$ cat src/rtl/rdma_req_split.sv
// Splits user RDMA commands into requests of at most 2^CHUNK_BITS bytes; first chunk 1 cycle after accept; outputs held while m_req_ready is low.
// Defining RDMA_SPLIT_ALIGN_EN cuts chunks on 2^CHUNK_BITS boundaries of the remote address.
module rdma_req_split #(
    parameter int CHUNK_BITS = 20,
    parameter int LEN_BITS   = 32,
    parameter int QPN_BITS   = 24,
    parameter int SSN_BITS   = 24
) (
    input  logic                aclk,
    input  logic                aresetn,
    input  logic                s_cmd_valid,
    output logic                s_cmd_ready,
    input  logic [4:0]          s_cmd_opcode,
    input  logic [QPN_BITS-1:0] s_cmd_qpn,
    input  logic [63:0]         s_cmd_laddr,
    input  logic [63:0]         s_cmd_raddr,
    input  logic [LEN_BITS-1:0] s_cmd_len,
    input  logic [SSN_BITS-1:0] s_cmd_ssn,
    input  logic                s_cmd_cmplt,
    output logic                m_req_valid,
    input  logic                m_req_ready,
    output logic [4:0]          m_req_opcode,
    output logic [QPN_BITS-1:0] m_req_qpn,
    output logic [SSN_BITS-1:0] m_req_ssn,
    output logic [63:0]         m_req_laddr,
    output logic [63:0]         m_req_raddr,
    output logic [LEN_BITS-1:0] m_req_len,
    output logic                m_req_last,
    output logic                m_req_cmplt
);
    typedef enum logic {IDLE, SPLIT} state_t;

    localparam logic [LEN_BITS-1:0] CHUNK_MAX = LEN_BITS'(1) << CHUNK_BITS;

    state_t              state, state_nxt;
    logic [LEN_BITS-1:0] rem_q;
    logic [63:0]         laddr_q, raddr_q;
    logic [4:0]          opcode_q;
    logic [QPN_BITS-1:0] qpn_q;
    logic [SSN_BITS-1:0] ssn_q;
    logic                cmplt_q;

    logic                free, load;
    logic [LEN_BITS-1:0] cur_len, limit, clen, rem_nxt;
    logic [63:0]         cur_laddr, cur_raddr;
    logic [4:0]          cur_opcode;
    logic [QPN_BITS-1:0] cur_qpn;
    logic [SSN_BITS-1:0] cur_ssn;
    logic                cur_cmplt;

    assign free        = !m_req_valid || m_req_ready;
    assign s_cmd_ready = aresetn && (state == IDLE) && free;

    // In IDLE the chunk is cut straight from the incoming command, in SPLIT from the stored remainder.
    always_comb begin
        if (state == IDLE) begin
            cur_len    = s_cmd_len;
            cur_laddr  = s_cmd_laddr;
            cur_raddr  = s_cmd_raddr;
            cur_opcode = s_cmd_opcode;
            cur_qpn    = s_cmd_qpn;
            cur_ssn    = s_cmd_ssn;
            cur_cmplt  = s_cmd_cmplt;
        end else begin
            cur_len    = rem_q;
            cur_laddr  = laddr_q;
            cur_raddr  = raddr_q;
            cur_opcode = opcode_q;
            cur_qpn    = qpn_q;
            cur_ssn    = ssn_q;
            cur_cmplt  = cmplt_q;
        end
`ifdef RDMA_SPLIT_ALIGN_EN
        limit = CHUNK_MAX - LEN_BITS'(cur_raddr[CHUNK_BITS-1:0]);
`else
        limit = CHUNK_MAX;
`endif
        clen    = (cur_len < limit) ? cur_len : limit;
        rem_nxt = cur_len - clen;
    end

    always_comb begin
        state_nxt = state;
        load      = 1'b0;
        case (state)
            IDLE: begin
                load = s_cmd_valid && s_cmd_ready;
                if (load && rem_nxt != '0)
                    state_nxt = SPLIT;
            end
            SPLIT: begin
                load = free;
                if (load && rem_nxt == '0)
                    state_nxt = IDLE;
            end
            default: state_nxt = IDLE;
        endcase
    end

    always_ff @(posedge aclk) begin
        if (!aresetn)
            state <= IDLE;
        else
            state <= state_nxt;
    end

    always_ff @(posedge aclk) begin
        if (!aresetn) begin
            m_req_valid  <= 1'b0;
            m_req_opcode <= '0;
            m_req_qpn    <= '0;
            m_req_ssn    <= '0;
            m_req_laddr  <= '0;
            m_req_raddr  <= '0;
            m_req_len    <= '0;
            m_req_last   <= 1'b0;
            m_req_cmplt  <= 1'b0;
            rem_q        <= '0;
            laddr_q      <= '0;
            raddr_q      <= '0;
            opcode_q     <= '0;
            qpn_q        <= '0;
            ssn_q        <= '0;
            cmplt_q      <= 1'b0;
        end else if (load) begin
            m_req_valid  <= 1'b1;
            m_req_opcode <= cur_opcode;
            m_req_qpn    <= cur_qpn;
            m_req_ssn    <= cur_ssn;
            m_req_laddr  <= cur_laddr;
            m_req_raddr  <= cur_raddr;
            m_req_len    <= clen;
            m_req_last   <= (rem_nxt == '0);
            m_req_cmplt  <= (rem_nxt == '0) && cur_cmplt;
            rem_q        <= rem_nxt;
            laddr_q      <= cur_laddr + 64'(clen);
            raddr_q      <= cur_raddr + 64'(clen);
            opcode_q     <= cur_opcode;
            qpn_q        <= cur_qpn;
            ssn_q        <= cur_ssn;
            cmplt_q      <= cur_cmplt;
        end else if (m_req_ready) begin
            m_req_valid  <= 1'b0;
        end
    end
endmodule

$ cat config.mk
export PLATFORM = sky130hd
export DESIGN_NAME = rdma_req_split
export DESIGN_NICKNAME = d
export VERILOG_FILES = /design/src/rtl/rdma_req_split.sv
export SDC_FILE = /design/constraint.sdc
export NUM_CORES = 1
export LEC_CHECK = 0
export ABC_CLOCK_PERIOD_IN_PS = 13200
export CORE_ASPECT_RATIO = 0.9
export CORE_MARGIN = 8
export CORE_UTILIZATION = 56
export CTS_CLUSTER_SIZE = 20
export DETAILED_ROUTE_END_ITERATION = 10
export GPL_ROUTABILITY_DRIVEN = 0
export PLACE_DENSITY = 0.92
export SYNTH_ARGS = -nofsm -noshare
export SYNTH_HDL_FRONTEND = slang
export SYNTH_SLANG_ARGS = --single-unit
$ cat constraint.sdc
create_clock -name aclk -period 13.2 [get_ports aclk]
set_input_delay 1.98 -clock aclk [delete_from_list [all_inputs] [get_ports aclk]]
set_output_delay 1.98 -clock aclk [all_outputs]
set_load 0.05 [all_outputs]
==> qor.yml, run 1 <==
htreeDepth: 2
cp_cell_sequence: "clkdlybuf4s50_1, or3_1, a222oi_1, nand2_1, buf_4, nor2_1, inv_1, fa_1, nand2b_1, a21oi_1, o2111a_1, o31ai_1, a2111oi_2, o2111ai_1, a211oi_2, nand3b_1, mux2i_1, o211ai_1"
gr-usage-all-layers_pct: 32.02
syn_to_final_growth_pct: 28.28
final_hold_viol_count: 0
crit_fanout: 41
nNetsFinal: 3281
row_count: 67
post-route-period-util_pct: 57.12
utilization_pct: 72.27
die_width_um: 219.3
drv_cap: 0
synth_flop_cell: "dfxtp_1"
cts_root_buffer: "clkbuf_16"
syn_inst: 2666
ir_worst_vdd_mv: 0.1096
cts.clk_slew.worst_paths_ns: 0.06
numCtsBuffers: 40
synth.mux.area_fraction_pct: 7.383
grt_first_pass_wirelength_um: 114000
first_pass_iters: 9
wl_per_cell_um: 21.08
cp_slowest_cell: "a211oi_2"
finClkSkew_ns: 0.01976
hold_buffers: 0
cts_tree: "built"
maxSlewViolCount: 0
synth_seq_cells: 378
synth_fa_ha_area_share_pct: 4.037
drc: 0
coreArea_um2: 36970
io_buffer_count: 434
ys_seq_area_share_pct: 36.33
synth_edf_count: 0
synth_top_family_by_area: "simple AND/OR/NAND/NOR gates"
viasPerCell: 6.363
synth_compound_area_share_pct: 22.08
syn_area_um2: 20830
status: "finished clean"
worstSkewPairLatency_ns: 0.58
worstSetupEndpointType: "register"
crit_required_ns: 13.63
die-area_um2: 43630
setup_viol: 0
place_ws_ns: 5.428
worstSetupPathType: "in -> reg"
stdcell_count: 3515
grt_max_degree: 241
wirelength_um: 74100
clk_path_buf_depth: 3
synthArstFlopShare_pct: 0
drt-initial-drc-count: 2577
drive_above_1_share_pct: 6.341
yosys.area_share.xor_xnor_pct: 3.196
grt_pass1_vias: 21630
antenna_found_initial: 8
ys_warn_count: 0
avgSynthCellArea_um2: 7.813
critPathTopFamily: "compound AO/OA/AOI/OAI gates"
dp_hpwl_um: 51470
rsz0062_at_grt: "no"
cts_num_sinks: 378
postCtsSetupBuffers: 0
min_period_ns: 7.540
layout_commonest_cell: "nand2_1"
tns_ns: 0
die_h_um: 199.0
slew_headroom_pct: 19.56
ioPinCount: 435
holdCritPathClass: "reg -> reg"
cp_num_buf_inv: 3
layout_common_cells: "nand2_1, clkdlybuf4s50_1, dfxtp_1"
synthSimpleGateAreaFrac_pct: 22.70
dp.cells: 3438
cp.arrival_ns: 7.97
hold_slack_ns: 0.4487
grt_overflow: 0
start_kind: "primary input"
power_per_cell_area_nw_per_um2: 129.6
slowest_delay_ns: 0.83
vias: 22370
worstMarginPinSlew_ns: 1.202
fin_ws_ns: 5.660
cts_resized: 0
p_leak_nw: 9.983
start_util_pct: 56.34
fmax_mhz: 132.6
ant_nets: 0
synth.distinct_cells: 90
synthesized netlist by cell type, types with 13 or more instances:
cell type,instances,area (um2)
mux2i_1,64,640.6
xnor2_1,48,420.4
buf_2,21,105.1
xor2_1,28,245.2
o211ai_1,24,180.2
or3_1,20,125.1
nand3_1,83,415.4
mux2_2,74,833.3
dfxtp_1,378,7567
a211oi_1,73,548.0
a21o_1,29,217.7
and3_1,26,162.7
buf_1,13,48.80
a21oi_1,314,1572
nand2_1,483,1813
a31oi_1,26,162.7
clkbuf_1,138,518.0
nor2_1,230,863.3
a22oi_1,21,157.7
inv_1,31,116.4
nor2b_1,40,250.2
a32oi_1,16,140.1
nor3_1,51,255.2
ha_1,64,800.8
nand4_1,17,106.4
o21ai_0,109,545.5
final cells by class:
cell class | instances | area (um2)
multi-input cells | 2096 | 12480
fillers | 2595 | 10250
repair buffers | 450 | 4484
diodes | 4 | 10.01
well taps | 483 | 604.3
clock inverters | 18 | 282.8
flip-flops and latches | 378 | 7571
clock buffers | 55 | 1159
inverters | 31 | 123.9
worst register-to-register path: stages, from the launching register on:
cell       delay (ns)
dfxtp_4          0.77
or3b_1           0.49
a222oi_1         0.52
nand2_1          0.11
buf_4            0.29
nor2_1           0.34
inv_1            0.15
fa_1             0.45
nand2b_1         0.19
a21oi_1          0.37
o2111a_1         0.32
o31ai_1          0.15
a2111oi_2        0.52
o2111ai_1        0.33
a211oi_2         0.83
nand3b_1         0.21
mux2i_1          0.20
o211ai_1         0.09
logic make-up after synthesis:
kind of cell,count (synthesis)
compound gates,738
fa+ha+maj,66
xor+xnor,76
other cells,1
flops,378
mux,143
buf+inv,213
simple gates,1051
power by group:
part | total (W) | internal (W) | switching [W]
clock | 0.00126 | 0.000755 | 0.000501
sequential | 0.00130 | 0.00123 | 0.0000642
combinational | 0.000910 | 0.000332 | 0.000579
per-layer routing:
layer | vias up | wire (um) | track usage (%)
li1 | 10130 | - | -
met1 | 10490 | 28110 | 39.16
met5 | - | 65 | 0
met3 | 323 | 8029 | 8.224
met2 | 1411 | 33960 | 51.48
met4 | 10 | 3930 | 16.77
registers in the layout, indices dropped and copies added (netlist names):
| signal | cells |
|---|---|
| m_req_raddr | 64 |
| m_req_last | 1 |
| m_req_valid | 1 |
| ssn_q | 24 |
| opcode_q | 5 |
| cmplt_q | 1 |
| m_req_cmplt | 1 |
| m_req_laddr | 64 |
| qpn_q | 24 |
| m_req_len | 32 |
| laddr_q | 64 |
| rem_q | 32 |
| raddr_q | 64 |
| state | 1 |
final timing paths:
check,cells after the start,to,start,slack [ns]
worst max-delay path,18,raddr_q[62],s_cmd_len[30],5.66
worst min-delay path,2,m_req_last,m_req_last,0.45
worst max register to register,17,raddr_q[62],state,6.72
worst min register to register,2,m_req_last,m_req_last,0.45
stage by stage:
step	cell area, um2	total power [W]
2_1_floorplan	20910	0.001909
3_3_place_gp	25270	0.002172
3_5_place_dp	25270	0.002202
4_1_cts	26710	0.003444
5_1_grt	26710	0.003583
6_report	26720	0.003464
(Power assumes the default switching activity.)
==> run 2, diff against run 1 <==
==> config.mk (replaced) <==
export PLATFORM = sky130hd
export DESIGN_NAME = rdma_req_split
export DESIGN_NICKNAME = d
export VERILOG_FILES = /design/src/rtl/rdma_req_split.sv
export SDC_FILE = /design/constraint.sdc
export NUM_CORES = 1
export LEC_CHECK = 0
export ABC_CLOCK_PERIOD_IN_PS = 7720
export CORE_ASPECT_RATIO = 0.9
export CORE_MARGIN = 8
export CORE_UTILIZATION = 52
export CTS_CLUSTER_SIZE = 20
export DETAILED_ROUTE_END_ITERATION = 10
export GPL_ROUTABILITY_DRIVEN = 0
export PLACE_DENSITY = 0.87
export SYNTH_ARGS = -nofsm -noshare
export SYNTH_HDL_FRONTEND = slang
export SYNTH_SLANG_ARGS = --single-unit
==> constraint.sdc (replaced) <==
create_clock -name aclk -period 7.72 [get_ports aclk]
set_input_delay 1.158 -clock aclk [delete_from_list [all_inputs] [get_ports aclk]]
set_output_delay 1.158 -clock aclk [all_outputs]
set_load 0.05 [all_outputs]
==> run 2 against run 1 <==
Against the previous run:
- power rose by 67%
- largest power group unchanged
- highest routed layer unchanged
- largest cell class unchanged
- first-iteration DRC count fell by 2.0%
- combinational power rose by 71%
- die area rose by 7.1%
- critical path depth fell by 1
- routed wire length rose by 0.22%
- setup slack got worse by 5.3 ns
- via count fell by 2.1%
==> qor.yml, run 2 (synthesized netlist as in run 1, its figures left out) <==
layout_commonest_cell: "nand2_1"
wl_per_cell_um: 20.78  # -1.4%
layout_common_cells: "nand2_1, clkdlybuf4s50_1, dfxtp_1"
drive_above_1_share_pct: 6.401  # +0.060 points
numCtsBuffers: 41  # +2.5%
start_kind: "primary input"
rrSetupSlack_ns: 0.58  # -6.14 ns
power_per_cell_area_nw_per_um2: 216.9  # +67%
utilization_pct: 67.64  # -4.6 points
crit_required_ns: 8.14  # -5.49 ns
cp.arrival_ns: 7.79  # -0.18 ns
grt_overflow: 0  # unchanged
start_util_pct: 52.68  # -3.7 points
cts_resized: 0  # unchanged
fill_cells: 3123  # +20%
ir_worst_vdd_mv: 0.1619  # +48%
critPathTopFamily: "compound AO/OA/AOI/OAI gates"
crit_fanout: 14  # -66%
drt-initial-drc-count: 2526  # -2.0%
postCtsSetupBuffers: 0  # unchanged
cts.clk_slew.worst_paths_ns: 0.06  # about the same
syn_to_final_growth_pct: 28.40  # about the same
maxSlewViolCount: 0  # unchanged
cts_tree: "built"
timing.rr.start: "state"
finClkSkew_ns: 0.01951  # -0.0002530 ns
p_comb_share_pct: 26.8  # +0.5 points
fin_ws_ns: 0.3432  # -5.317 ns
grt_max_degree: 198  # -18%
hold_buffers: 0  # unchanged
wirelength_um: 74260  # +0.22%
row_count: 69  # +3.0%
die_width_um: 227.0  # +3.5%
worstSetupEndpointType: "register"
p_sw_w: 0.001937  # +69%
clkPwrFrac_pct: 34.9  # -1.4 points
drv_cap: 0  # unchanged
setup_viol: 0  # unchanged
slowest_delay_ns: 1.01  # +0.18 ns
worstSetupPathType: "in -> reg"
status: "finished clean"
worstSkewPairLatency_ns: 0.56  # -0.02 ns
place_ws_ns: 0.1223  # -5.306 ns
min_path_cells: 2  # unchanged
cp_cell_sequence: "clkdlybuf4s50_1, or3_1, a222oi_1, nand2_1, nor2_1, inv_1, fa_1, nand2b_1, a21oi_1, o2111a_1, o31ai_1, a2111oi_2, o2111ai_1, a211oi_2, nand3b_1, mux2i_1, o211ai_1"
p_int_w: 0.003863  # +66%
p_leak_nw: 9.953  # -0.30%
viasPerCell: 6.128  # -3.7%
stdcell_area_um2: 26740  # about the same
holdCritPathClass: "reg -> reg"
final_hold_viol_count: 0  # unchanged
worstMarginPinSlew_ns: 1.284  # +0.08205 ns
swShare_pct: 33.40  # +0.38 points
worst_hold_path.endpoint: "laddr_q[8]"
die-area_um2: 46730  # +7.1%
dpl_cell_area_um2: 25340  # +0.27%
post-route-period-util_pct: 95.55
grt_first_pass_wirelength_um: 113700  # -0.30%
ioPinCount: 435  # unchanged
cts_root_buffer: "clkbuf_16"
pwr-share-seq_pct: 38.3  # +0.8 points
cp_num_buf_inv: 2  # -1
die_h_um: 205.9  # +3.5%
nNetsFinal: 3283  # +0.061%
drc: 0  # unchanged
cts_num_sinks: 378  # unchanged
rr_worst_depth: 16  # -1
io_buffer_count: 434  # unchanged
min_from: "laddr_q[8]"
tns_ns: 0  # unchanged
slew_headroom_pct: 14.17  # -5.4 points
vias: 21900  # -2.1%
clk_path_buf_depth: 3  # unchanged
timing.rr.end: "raddr_q[62]"
gr-usage-all-layers_pct: 29.92  # -2.1 points
rsz0062_at_grt: "no"
antenna_found_initial: 7  # -1
ant_nets: 0  # unchanged
first_pass_iters: 8  # -1
dp_hpwl_um: 52960  # +2.9%
grt_pass1_vias: 21230  # -1.9%
fmax_mhz: 135.6
cp_slowest_cell: "a222oi_1"
htreeDepth: 2  # unchanged
min_period_ns: 7.377
coreArea_um2: 39540  # +7.0%
==> run 2: changes by cell type in the layout (fill, tap and decap cells not counted), sizes merged <==
| cell | change |
|---|---|
| diode | +6 |
| bufinv | -5 |
| clkbuf | +5 |
| clkinvlp | +3 |
| buf | +1 |
| inv | -1 |
==> run 2: worst min-delay path: stages, from the launching register on <==
cell,delay (ns)
dfxtp_1,0.31
nand2_1,0.05
a21oi_1,0.05
==> run 2: metrics by stage <==
step	cells	power, W	hold slack [ns]
6_report	3573	0.005801	0.4496
4_1_cts	3563	0.005794	0.4511
3_3_place_gp	3488	0.003724	0.4286
2_1_floorplan	2687	0.003264	0.4196
3_5_place_dp	3488	0.003769	0.4420
5_1_grt	3567	0.006016	0.4745
==> run 2: worst max path at each step <==
stage                        startpoint     endpoint  slack [ns]  depth (start not counted)
final                     s_cmd_len[27]  raddr_q[62]        0.34                         17
after global routing      s_cmd_len[27]  raddr_q[62]        0.01                         17
after CTS                 s_cmd_len[27]  raddr_q[62]        0.68                         17
after detailed placement  s_cmd_len[27]  raddr_q[62]        0.12                         17
after global placement    s_cmd_len[27]  raddr_q[56]        0.41                         17
after floorplan           s_cmd_len[27]  raddr_q[40]        2.09                         20
==> run 2: power by group through the flow <==
| stage | logic, W | registers, W | clock network [W] |
|---|---|---|---|
| after floorplan | 0.000763 | 0.00250 | 0 |
| after global placement | 0.00148 | 0.00225 | 0 |
| after detailed placement | 0.00151 | 0.00226 | 0 |
| after CTS | 0.00153 | 0.00222 | 0.00205 |
| after global routing | 0.00166 | 0.00224 | 0.00212 |
| final | 0.00156 | 0.00222 | 0.00202 |
==> run 2: per-layer routing <==
layer,vias up,global-route usage (%),wire (um)
met2,1223,48.47,34250
met5,-,0,22
li1,10140,-,-
met4,4,13.95,3281
met1,10280,37.03,28680
met3,247,7.717,8021
==> run 2: cell type report <==
class	instances	area [um2]	area share, %
antenna	10	25.02	0.09357
clock buffer	60	1240	4.636
clock inverter	15	142.6	0.5333
inverter	31	123.9	0.4632
multi-input combinational	2096	12480	46.68
sequential	378	7571	28.31
tap	532	665.6	2.489
timing repair buffer	451	4492	16.80
